## config.mk

```make
export PLATFORM = sky130hd
export DESIGN_NAME = stream_packer
export DESIGN_NICKNAME = d
export VERILOG_FILES = /design/src/rtl/stream_packer.sv
export SDC_FILE = /design/constraint.sdc
export NUM_CORES = 1
export LEC_CHECK = 0
export ABC_AREA = 1
export CORE_UTILIZATION = 47
export CTS_CLUSTER_SIZE = 16
export DETAILED_ROUTE_END_ITERATION = 10
export PLACE_DENSITY = 0.76
export SLEW_MARGIN = 20
export SYNTH_ARGS = -nofsm -noshare
export SYNTH_HDL_FRONTEND = slang
export SYNTH_SLANG_ARGS = --single-unit
```

## constraint.sdc

```tcl
create_clock -name clk -period 1.6 [get_ports clk]
set_clock_uncertainty 0.2 [all_clocks]
set_input_delay 0.32 -clock clk [delete_from_list [all_inputs] [get_ports clk]]
set_output_delay 0.32 -clock clk [all_outputs]
set_load 0.02 [all_outputs]
```

## src/rtl/stream_packer.sv

```systemverilog
`default_nettype none
// ============================================================================
// Module   : stream_packer
// Brief    : Packs `ratio` consecutive `width`-bit beats into one wide word,
//            with early flush via in_last and a lane-valid keep mask. The
//            wide word sits in a valid/ready output register.
// Revision : 1.0 - initial release
// ============================================================================
module stream_packer #(
    parameter int width = 8,
    parameter int ratio = 4
) (
    input  logic                     clk,
    input  logic                     reset,
    input  logic [width-1:0]         in_data,
    input  logic                     in_valid,
    output logic                     in_ready,
    input  logic                     in_last,
    output logic [width*ratio-1:0]   out_data,
    output logic [ratio-1:0]         out_keep,
    output logic                     out_last,
    output logic                     out_valid,
    input  logic                     out_ready,
    output logic [15:0]              word_count
);

    localparam int                 c_idx_w    = (ratio > 1) ? $clog2(ratio) : 1;
    localparam logic [c_idx_w-1:0] c_last_idx = c_idx_w'(ratio - 1);
    localparam logic [ratio-1:0]   c_one_hot0 = {{(ratio-1){1'b0}}, 1'b1};

    logic [c_idx_w-1:0]       idx_q,        idx_d;
    logic [width*ratio-1:0]   acc_q,        acc_d;
    logic [ratio-1:0]         kacc_q,       kacc_d;
    logic [width*ratio-1:0]   out_data_q,   out_data_d;
    logic [ratio-1:0]         out_keep_q,   out_keep_d;
    logic                     out_last_q,   out_last_d;
    logic                     out_valid_q,  out_valid_d;
    logic [15:0]              word_count_q, word_count_d;

    logic                     w_in_acc;
    logic                     w_out_acc;
    logic                     w_complete;
    logic [width*ratio-1:0]   w_acc_merged;
    logic [ratio-1:0]         w_keep_merged;

    // The output register can take a new word if empty or being drained now.
    assign in_ready  = !out_valid_q || out_ready;
    assign w_in_acc  = in_valid && in_ready;
    assign w_out_acc = out_valid_q && out_ready;
    assign w_complete = w_in_acc && ((idx_q == c_last_idx) || in_last);

    // Accumulator and mask with the incoming beat merged into lane idx.
    always_comb begin
        w_acc_merged = acc_q;
        for (int i = 0; i < ratio; i++) begin
            if (idx_q == c_idx_w'(i)) begin
                w_acc_merged[i*width +: width] = in_data;
            end
        end
        w_keep_merged = kacc_q | (c_one_hot0 << idx_q);
    end

    // Next-state logic for the packer and the output register.
    always_comb begin
        idx_d        = idx_q;
        acc_d        = acc_q;
        kacc_d       = kacc_q;
        out_data_d   = out_data_q;
        out_keep_d   = out_keep_q;
        out_last_d   = out_last_q;
        out_valid_d  = out_valid_q;
        word_count_d = word_count_q;

        // Draining the word first; a completing word below overrides valid.
        if (w_out_acc) begin
            out_valid_d  = 1'b0;
            word_count_d = word_count_q + 16'd1;
        end

        if (w_in_acc) begin
            if (w_complete) begin
                out_data_d  = w_acc_merged;
                out_keep_d  = w_keep_merged;
                out_last_d  = in_last;
                out_valid_d = 1'b1;
                acc_d       = '0;
                kacc_d      = '0;
                idx_d       = '0;
            end else begin
                acc_d  = w_acc_merged;
                kacc_d = w_keep_merged;
                idx_d  = idx_q + 1'b1;
            end
        end
    end

    // State registers with synchronous reset.
    always_ff @(posedge clk) begin
        if (reset) begin
            idx_q        <= '0;
            acc_q        <= '0;
            kacc_q       <= '0;
            out_data_q   <= '0;
            out_keep_q   <= '0;
            out_last_q   <= 1'b0;
            out_valid_q  <= 1'b0;
            word_count_q <= 16'd0;
        end else begin
            idx_q        <= idx_d;
            acc_q        <= acc_d;
            kacc_q       <= kacc_d;
            out_data_q   <= out_data_d;
            out_keep_q   <= out_keep_d;
            out_last_q   <= out_last_d;
            out_valid_q  <= out_valid_d;
            word_count_q <= word_count_d;
        end
    end

    assign out_data   = out_data_q;
    assign out_keep   = out_keep_q;
    assign out_last   = out_last_q;
    assign out_valid  = out_valid_q;
    assign word_count = word_count_q;

endmodule
`default_nettype wire

```

==> results.cfg <==
[placed_design]
placed_cells = 701
pre_cts_slack_ns = -0.427
portBuffers = 67
place.gp.congestion = 0.858
hpwl_mm = 6.41
placed_area_um2 = 4850

[detailed_routing]
drt_pre_antenna_iters = 5
drt-initial-drc-count = 168
vias = 3756
viasPerCell = 5.15
remaining_drc_errors = 0
wl_per_cell_um = 14.1
routed_wl_mm = 10.3
ant_nets = 0

[sta]
relSlewSlack_pct = 77.0
rsz0062_at_grt = true
finalHoldViolations = 0
max_freq_ghz = 0.606
final-setup-viol-count = 14
min_period_ns = 1.65
drv_slew = 0
finalCritPeriodShare_pct = 103
setup_tns_ns = -0.411
fin_ws_ns = -0.0506
tightestPinTransition_ns = 0.345

[yosys]
syn-num-nets = 533
yosys_warnings = 0
ys_ff_latch = 92
syn_inst = 515
avgSynthCellArea_um2 = 7.29
synth_top_cell_by_area = dfxtp_1
synth.yosys.seq_area_share_pct = 49.0
syn-cell-area_um2 = 3760
ys_top_cells_by_area = dfxtp_1, nand2_1, a21oi_1
synth.distinct_cells = 25
synth_top_area_share_pct = 49.0

[critical_path]
worst_path_max_delay_cell = dfxtp_4
worstSetupPathType = reg2reg
crit_path_cell_trace = ha_4, buf_6, nor3_4, buf_12, buf_12, nand2_1, a21oi_2
reg2reg_from = idx_q[0]
cp_max_fo = 5
critPathCaptureType = flip-flop
startpoint_type = flip-flop
worst-path-stages = 7
crit_path_max_incr_delay_ns = 0.37
r2r_slack_ns = -0.05
critical_path_required_ns = 1.69
r2r-end = acc_q[21]
cp.arrival_ns = 1.74
rr_worst_depth = 7
cp_common_cell = buf_12
cp.buffers_inverters = 3
cp_top_family = buffers and inverters

[min_path]
hold_depth = 2
min_path_type = reg2reg
holdCritStartpoint = acc_q[29]
hold_end = acc_q[29]

[pwr]
ir_worst_vdd_mv = 0.510
internal-power_uw = 3470
power_density_nw_per_um2 = 883
clkPwrFrac_pct = 34.5
p_switching_uw = 1250
p_comb_share_pct = 14.8
p_seq_share_pct = 50.7
leakagePower_uw = 0.00229
p_sw_share_pct = 26.6

[finish]
finalInstanceArea_um2 = 5350
multi_input_comb_area_um2 = 1810
antenna_cells = 0
area_delta_synth_final_pct = 42.4
layout-drive-gt1-share_pct = 22.3
regArea_um2 = 1850
final_nets = 640
fillers = 601
layout.cells.non_filler = 729

[die]
die_w_um = 91.4
initial_core_util_pct = 48.6
core_area_um2 = 7730
dieHeight_um = 91.4
dieArea_um2 = 8350
ios = 68
num_rows = 32

[clock_network]
cts_tree = built
htree_levels = 3
cts_buffers = 9
root_buffer = clkbuf_8
ctsHoldBuffers = 0
clockBufferDepth = 2
cts_num_sinks = 92
clkLatencyLatePin_ns = 0.35
clk_pin_slew_worst_paths_ns = 0.09

[grt]
antenna_found_initial = 0
grt_pass1_vias = 3474
grt_use_total_pct = 24.3
grt_max_degree = 52
grt_pass1_wl_mm = 16.0
grt_overflow_total = 0

[flow_run]
maxCapViolCount = 0

[run_status]
violations = negative setup slack
outcome = finished with violations
==> final cells by class <==
class	instances	share of cell area (%)
flip-flops and latches	92	34.7
multi-input cells	352	33.8
repair buffers	121	21.9
inverters	46	3.32
clock buffers	11	2.83
well taps	102	2.39
clock inverters	5	1.12
==> cells in the mapped netlist <==
cell and number:
nand2_1 165, dfxtp_1 92, a21oi_1 63, inv_1 45, nor2_1 45, o21ai_0 35
clkbuf_1 13, nand3_1 8, buf_2 7, a211oi_1 6, ha_1 5, o211ai_1 5
o21a_1 5, a31oi_1 3, buf_4 3, nor3_1 3, buf_6 2, nand2_2 2
nand4_1 2, inv_2 1, nand2_4 1, nor2_2 1, nor2_4 1, nor3_4 1
o21bai_1 1
==> power by group through the flow <==
stage               registers, uW  clock network (uW)  logic, uW
global route                 2400                1740        748
finish                       2390                1630        699
global placement             2440                   0        597
detailed placement           2450                   0        608
CTS                          2390                1640        644
floorplan                    2490                   0        276
==> repair_timing <==
action                     4_1_cts  5_1_grt
gates cloned                     4        1
resized for setup               88       89
setup buffers                    7        2
setup endpoints to repair      131       87
pin swaps                        6       14
==> cell families after synthesis <==
group / Yosys count / synth area share [%]
simple gates: 229 / 24.3
buf+inv: 71 / 8.03
compound gates: 118 / 17.0
fa+ha+maj: 5 / 1.67
flops: 92 / 49.0
==> state kept, by name, summed over array words and instances (netlist names) <==
name and flops:
out_keep 4, idx_q 2, kacc_q 4, out_data 32
acc_q 32, out_last 1, word_count 16, out_valid 1
==> layout by cell type (no fill, tap or decap), types with 3 or more instances in the layout <==
cell type	count
a211oi_1	4
a21oi_1	55
a21oi_2	8
a31oi_1	3
buf_12	9
buf_4	35
buf_6	6
clkbuf_2	10
clkbuf_8	11
clkdlybuf4s15_1	11
clkdlybuf4s50_1	9
dfxtp_1	86
dfxtp_2	4
dlygate4sd2_1	34
inv_1	41
inv_2	3
nand2_1	152
nand2_2	11
nand2_4	5
nand3_1	5
nand3_2	3
nor2_1	43
o211ai_1	5
o21a_1	5
o21ai_0	21
o21ai_1	7
o21ai_2	6
==> worst min-delay path, stage by stage, from the launching register on <==
cell and delay [ns]:
dfxtp_1 0.30, inv_1 0.05, nor2_1 0.04
==> per-stage QoR <==
step	utilization (%)	hold slack, ns	total power, uW
2_1_floorplan	-	0.208	2760
3_3_place_gp	62.8	0.215	3040
3_5_place_dp	62.8	0.220	3050
4_1_cts	67.3	0.229	4680
5_1_grt	69.2	0.245	4890
6_report	69.2	0.234	4720
==> worst max-delay path by stage <==
stage	start	to	slack, ns
after global placement	out_ready	in_ready	-0.41
after global routing	idx_q[0]	acc_q[23]	-0.10
after CTS	out_valid	acc_q[9]	-0.03
final	idx_q[0]	acc_q[21]	-0.05
after floorplan	out_valid	out_data[10]	-0.01
after detailed placement	out_ready	in_ready	-0.43
==> per-layer routing <==
metal  GRT usage, %  vias to the layer above  wire length (um)
met5              0                        -                 0
met1           30.1                     1740              4400
met3           5.44                       15               711
met4           7.80                        0               183
li1               -                     1860                 -
met2           41.9                      141              4960
(Power assumes the default switching activity.)
